$ cat src/rtl/seven_seg_pkg.sv
// Shared constants for the 7-segment display path: active-low segment codes
// ({g,f,e,d,c,b,a}, 0 = lit) and the counter width helper.
package seven_seg_pkg;

    localparam logic [6:0] SEG_0   = 7'h40;
    localparam logic [6:0] SEG_1   = 7'h79;
    localparam logic [6:0] SEG_2   = 7'h24;
    localparam logic [6:0] SEG_3   = 7'h30;
    localparam logic [6:0] SEG_4   = 7'h19;
    localparam logic [6:0] SEG_5   = 7'h12;
    localparam logic [6:0] SEG_6   = 7'h02;
    localparam logic [6:0] SEG_7   = 7'h78;
    localparam logic [6:0] SEG_8   = 7'h00;
    localparam logic [6:0] SEG_9   = 7'h10;
    localparam logic [6:0] SEG_A   = 7'h08;
    localparam logic [6:0] SEG_B   = 7'h03;
    localparam logic [6:0] SEG_C   = 7'h27;
    localparam logic [6:0] SEG_D   = 7'h21;
    localparam logic [6:0] SEG_E   = 7'h06;
    localparam logic [6:0] SEG_F   = 7'h0E;
    localparam logic [6:0] SEG_OFF = 7'h7F;

    // At least one bit, so a single-digit or single-cycle counter still has a register.
    function automatic int unsigned cnt_width(input int unsigned n);
        return (n > 1) ? $clog2(n) : 1;
    endfunction

endpackage

$ cat src/rtl/seg7_decode.sv
// Combinational hex nibble to active-low 7-segment code.
module seg7_decode
    import seven_seg_pkg::*;
(
    input  logic [3:0] nibble,
    output logic [6:0] seg
);

    always_comb begin
        seg = SEG_OFF;
        case (nibble)
            4'h0:    seg = SEG_0;
            4'h1:    seg = SEG_1;
            4'h2:    seg = SEG_2;
            4'h3:    seg = SEG_3;
            4'h4:    seg = SEG_4;
            4'h5:    seg = SEG_5;
            4'h6:    seg = SEG_6;
            4'h7:    seg = SEG_7;
            4'h8:    seg = SEG_8;
            4'h9:    seg = SEG_9;
            4'hA:    seg = SEG_A;
            4'hB:    seg = SEG_B;
            4'hC:    seg = SEG_C;
            4'hD:    seg = SEG_D;
            4'hE:    seg = SEG_E;
            4'hF:    seg = SEG_F;
            default: seg = SEG_OFF;
        endcase
    end

endmodule

$ cat src/rtl/hex_display_mux.sv
// Time-multiplexed common-anode hex display driver with frame-synchronous
// shadow/display registers, leading-zero blanking and per-digit decimal point.
module hex_display_mux
    import seven_seg_pkg::*;
#(
    parameter int unsigned NUM_DIGITS  = 4,
    parameter int unsigned REFRESH_DIV = 50000,
    parameter int unsigned GUARD       = 16
) (
    input  logic                      clk,
    input  logic                      rst_n,
    input  logic                      en,
    input  logic                      load,
    input  logic [4*NUM_DIGITS-1:0]   value,
    input  logic [NUM_DIGITS-1:0]     dp_in,
    input  logic                      blank_lz,
    output logic [6:0]                seg,
    output logic                      dp,
    output logic [NUM_DIGITS-1:0]     an,
    output logic                      frame_done
);

    localparam int unsigned PW = cnt_width(REFRESH_DIV);
    localparam int unsigned IW = cnt_width(NUM_DIGITS);
    localparam logic [PW-1:0] PRESC_LAST = PW'(REFRESH_DIV - 1);
    localparam logic [PW-1:0] GUARD_CNT  = PW'(GUARD);
    localparam logic [IW-1:0] IDX_LAST   = IW'(NUM_DIGITS - 1);

    logic [PW-1:0]           presc_q, presc_d;
    logic [IW-1:0]           idx_q, idx_d;
    logic [4*NUM_DIGITS-1:0] shadow_val_q, shadow_val_d, disp_val_q, disp_val_d;
    logic [NUM_DIGITS-1:0]   shadow_dp_q, shadow_dp_d, disp_dp_q, disp_dp_d;
    logic                    shadow_blz_q, shadow_blz_d, disp_blz_q, disp_blz_d;
    logic                    pending_q, pending_d;
    logic [6:0]              seg_q, seg_d;
    logic                    dp_q, dp_d;
    logic [NUM_DIGITS-1:0]   an_q, an_d;
    logic                    fd_q, fd_d;

    logic                    tick, boundary, blank, run_zero;
    logic [3:0]              cur_nib;
    logic [6:0]              dec_seg;
    logic [NUM_DIGITS-1:0]   lead_zero;

    seg7_decode u_dec (
        .nibble (cur_nib),
        .seg    (dec_seg)
    );

    // lead_zero[k]: nibbles k..NUM_DIGITS-1 of the displayed value are all zero.
    always_comb begin
        cur_nib  = 4'h0;
        run_zero = 1'b1;
        lead_zero = '0;
        for (int k = NUM_DIGITS - 1; k >= 0; k--) begin
            run_zero     = run_zero & (disp_val_q[4*k +: 4] == 4'h0);
            lead_zero[k] = run_zero;
            if (idx_q == IW'(k)) begin
                cur_nib = disp_val_q[4*k +: 4];
            end
        end
        blank = disp_blz_q && lead_zero[idx_q] && (idx_q != '0);
    end

    always_comb begin
        tick     = en && (presc_q == PRESC_LAST);
        boundary = tick && (idx_q == IDX_LAST);

        presc_d = presc_q;
        idx_d   = idx_q;
        if (en) begin
            if (tick) begin
                presc_d = '0;
                idx_d   = (idx_q == IDX_LAST) ? '0 : idx_q + IW'(1);
            end else begin
                presc_d = presc_q + PW'(1);
            end
        end

        shadow_val_d = shadow_val_q;
        shadow_dp_d  = shadow_dp_q;
        shadow_blz_d = shadow_blz_q;
        if (load) begin
            shadow_val_d = value;
            shadow_dp_d  = dp_in;
            shadow_blz_d = blank_lz;
        end

        // A load on the boundary cycle bypasses the shadow and lands directly.
        disp_val_d = disp_val_q;
        disp_dp_d  = disp_dp_q;
        disp_blz_d = disp_blz_q;
        pending_d  = pending_q;
        if (boundary) begin
            if (load) begin
                disp_val_d = value;
                disp_dp_d  = dp_in;
                disp_blz_d = blank_lz;
            end else if (pending_q) begin
                disp_val_d = shadow_val_q;
                disp_dp_d  = shadow_dp_q;
                disp_blz_d = shadow_blz_q;
            end
            pending_d = 1'b0;
        end else if (!en && pending_q) begin
            disp_val_d = shadow_val_q;
            disp_dp_d  = shadow_dp_q;
            disp_blz_d = shadow_blz_q;
            pending_d  = load;
        end else if (load) begin
            pending_d = 1'b1;
        end

        seg_d = SEG_OFF;
        dp_d  = 1'b1;
        an_d  = '1;
        fd_d  = boundary;
        if (en) begin
            seg_d = blank ? SEG_OFF : dec_seg;
            dp_d  = ~disp_dp_q[idx_q];
            if (presc_q >= GUARD_CNT) begin
                an_d = ~(NUM_DIGITS'(1) << idx_q);
            end
        end
    end

    always_ff @(posedge clk) begin
        if (!rst_n) begin
            presc_q      <= '0;
            idx_q        <= '0;
            shadow_val_q <= '0;
            shadow_dp_q  <= '0;
            shadow_blz_q <= 1'b0;
            disp_val_q   <= '0;
            disp_dp_q    <= '0;
            disp_blz_q   <= 1'b0;
            pending_q    <= 1'b0;
            seg_q        <= SEG_OFF;
            dp_q         <= 1'b1;
            an_q         <= '1;
            fd_q         <= 1'b0;
        end else begin
            presc_q      <= presc_d;
            idx_q        <= idx_d;
            shadow_val_q <= shadow_val_d;
            shadow_dp_q  <= shadow_dp_d;
            shadow_blz_q <= shadow_blz_d;
            disp_val_q   <= disp_val_d;
            disp_dp_q    <= disp_dp_d;
            disp_blz_q   <= disp_blz_d;
            pending_q    <= pending_d;
            seg_q        <= seg_d;
            dp_q         <= dp_d;
            an_q         <= an_d;
            fd_q         <= fd_d;
        end
    end

    assign seg        = seg_q;
    assign dp         = dp_q;
    assign an         = an_q;
    assign frame_done = fd_q;

endmodule

$ cat config.mk
export PLATFORM = sky130hd
export DESIGN_NAME = hex_display_mux
export DESIGN_NICKNAME = d
export VERILOG_FILES = /design/src/rtl/seven_seg_pkg.sv /design/src/rtl/seg7_decode.sv /design/src/rtl/hex_display_mux.sv
export SDC_FILE = /design/constraint.sdc
export NUM_CORES = 1
export LEC_CHECK = 0
export ABC_AREA = 1
export CAP_MARGIN = 20
export CORE_MARGIN = 3
export CORE_UTILIZATION = 48
export CTS_CLUSTER_DIAMETER = 60
export DETAILED_ROUTE_END_ITERATION = 7
export PLACE_DENSITY = 0.66
export RECOVER_POWER = 50
export SYNTH_ARGS = -nofsm -noshare
export SYNTH_HDL_FRONTEND = slang
export SYNTH_SLANG_ARGS = --single-unit
$ cat constraint.sdc
create_clock -name clk -period 2.5 [get_ports clk]
set_clock_uncertainty 0.1 [all_clocks]
set_input_delay 0.5 -clock clk [delete_from_list [all_inputs] [get_ports clk]]
set_output_delay 0.5 -clock clk [all_outputs]
set_load 0.02 [all_outputs]
==> qor.yml <==
clock_network:
  cts_root_buffer: "clkbuf_8"
  cts.sinks: 74
  cts_buffers: 9
  cts_tree: "yes"
  clkLatencyLatePin_ps: 350
  clk_pin_slew_ps: 70
  clockBufferDepth: 2
  htreeDepth: 3
logic_synthesis:
  synth_area_um2: 3780
  synthCells: 549
  ys_top_cells_by_area: "dfxtp_1 (39%), nand2_1 (15%), nor2_1 (7.9%)"
  yosysTopAreaCell: "dfxtp_1"
  yosys.area_share.simple: 0.340
  synth_cell_types: 37
  synth_compound_area_frac: 0.103
  ys.flop_type: "dfxtp_1"
  netlist.area_leader.share: 0.392
  syn_nets: 587
  synth_top_family_by_area: "simple AND/OR/NAND/NOR gates"
  synthAdderAreaFrac: 0.0431
  synth_most_common_cell: "nand2_1"
  yosysWarningCount: 0
  synth.mux.area_fraction: 0.0291
  ys_ff_latch: 74
  synth_common_cells: "nand2_1 (146), nor2_1 (79), dfxtp_1 (74)"
  seq_area_frac_synth: 0.392
  synthXorXnorAreaFrac: 0.00464
  avgSynthCellArea_um2: 6.88
  async_flop_share: 0
  synth_edf_count: 0
timing:
  drv_slew: 0
  min_period_ps: 2180
  worst_pin_slew_ps: 756
  finalCritPeriodShare: 0.871
  slew_headroom: 0.496
  layout_setup_ws_ps: 322
  fmax_mhz: 459
  hold_viol_final: 0
  fin_tns_setup_ps: 0
  whs_ps: 388
  rsz0062_at_grt: "false"
  setup_violations: 0
routing:
  routed_via_density: 5.00
  ant_nets: 0
  drt_iter0_drc: 186
  vias: 3457
  dr_wl_met2_mm: 3.81
  top_layer: "met4"
  dr_wl_met3_um: 370
  first_pass_iters: 5
  wl_met1_mm: 3.78
  drcViolationCount: 0
  drt-total-wl_mm: 8.07
  routedWlPerCell_um: 11.7
job:
  cap_violations: 0
grt:
  grt_pass1_vias: 3137
  grt_overflow: 0
  grt_pass1_wl_mm: 14.0
  grt_usage: 0.196
  antenna_found_initial: 0
  grt_max_degree: 33
power:
  power-per-cell-area_nw_per_um2: 523
  leakagePower_nw: 2.00
  irDropWorstVdd_mv: 0.416
floorplan:
  die_area_um2: 8970
  die_h_um: 94.7
  initial_core_util: 0.507
  ios: 38
  num_rows: 31
  core-area_um2: 7450
  die_w_um: 94.7
status:
  status: "completed"
setup_path:
  cp_max_fo: 9
  arrival_ps: 2310
  worstPathRequired_ps: 2630
  critPathKind: "reg2reg"
  endpoint_kind: "register"
  worstSetupStartpointType: "register"
min_path:
  min_path_type: "reg2reg"
placement:
  globalplace.congestion: 0.932
  io_buffer_count: 37
  dpl.hpwl_mm: 5.93
  place_ws_ps: 170
layout:
  layout.nets: 625
  utilization: 0.597
  antenna_cells: 0
  area_growth_pct: 17.8
  drive_above_1_share: 0.0709
## worst paths after layout
check	end	depth (start not counted)	slack, ps	from
max	seg[3]	11	320	idx_q[1]
min	disp_dp_q[2]	2	390	disp_dp_q[2]
max reg2reg	seg[3]	11	320	idx_q[1]
min reg2reg	disp_dp_q[2]	2	390	disp_dp_q[2]
## cell usage in the layout (no fill, tap or decap), types with 2 or more instances in the layout
| cell type | count |
|---|---|
| inv_1 | 57 |
| o21a_1 | 11 |
| clkbuf_8 | 10 |
| o21ai_0 | 9 |
| nor2_4 | 2 |
| nand4_1 | 13 |
| nand3_1 | 39 |
| buf_4 | 8 |
| clkinv_2 | 3 |
| nand2_1 | 147 |
| inv_2 | 3 |
| nor3_1 | 9 |
| nand3b_1 | 2 |
| buf_12 | 2 |
| nor2_2 | 3 |
| clkbuf_1 | 2 |
| o21ai_1 | 12 |
| mux2i_1 | 11 |
| a21oi_1 | 26 |
| clkdlybuf4s50_1 | 25 |
| nor2_1 | 79 |
| dlygate4sd3_1 | 12 |
| nand2_2 | 2 |
| dfxtp_1 | 74 |
| clkinvlp_4 | 2 |
| ha_1 | 12 |
## registers in the layout, indices dropped and copies added, names as in the netlist
signal and cells:
disp_val_q 16, presc_q 16, shadow_val_q 16, seg 7, an 4, disp_dp_q 4, shadow_dp_q 4, idx_q 2
disp_blz_q 1, dp 1, frame_done 1, pending_q 1, shadow_blz_q 1
## repair_timing
| action | in CTS | in global routing |
|---|---|---|
| resized for setup | 0 | 1 |
| buffers inserted | 0 | 0 |
| hold buffers | 0 | 0 |
| endpoints found under the setup margin | 0 | 1 |
## final cells by class
| cell class | count | area [um2] |
|---|---|---|
| inverter | 61 | 229 |
| multi-input combinational | 392 | 1960 |
| clock inverter | 5 | 30.0 |
| sequential | 74 | 1480 |
| clock buffer | 11 | 141 |
| timing repair buffer | 49 | 479 |
| fill | 759 | 3000 |
| tap | 99 | 124 |
## worst max-delay path: stages, from the launching register on
cell     delay (ps)
dfxtp_1         450
inv_1           130
ha_1            310
a21oi_1         150
nand2_1          70
nand2_1         180
inv_1           130
ha_1            220
inv_1            70
nand2_1          70
nand3_1         100
nand3_1          70
## cells by family after synthesis
logic type               after synthesis
multiplexers                          11
flip-flops                            74
XOR/XNOR                               2
adder cells (fa/ha/maj)               13
buffers and inverters                 83
AND/OR/NAND/NOR                      300
AO/OA/AOI/OAI                         66
## power breakdown
part           total [mW]  leakage, nW  internal (mW)  switching, mW
clock               0.819       0.0851          0.382          0.437
combinational       0.261         1.31          0.119          0.143
sequential           1.25        0.605           1.22         0.0222
total                2.33         2.00           1.72          0.602
## metrics by stage
| step | power (mW) | cells | area [um2] |
|---|---|---|---|
| 6_report | 2.33 | 691 | 4450 |
| 5_1_grt | 2.45 | 691 | 4450 |
| 4_1_cts | 2.36 | 691 | 4450 |
| 3_5_place_dp | 1.54 | 675 | 4280 |
| 3_3_place_gp | 1.53 | 675 | 4280 |
| 2_1_floorplan | 1.44 | 549 | 3780 |
## layer usage
metal,track usage,vias up
met1,0.248,1550
met3,0.0574,10
met4,0.0601,0
met2,0.322,70
li1,-,1827
met5,0,-
No activity file was read; power rests on OpenSTA's default activity.
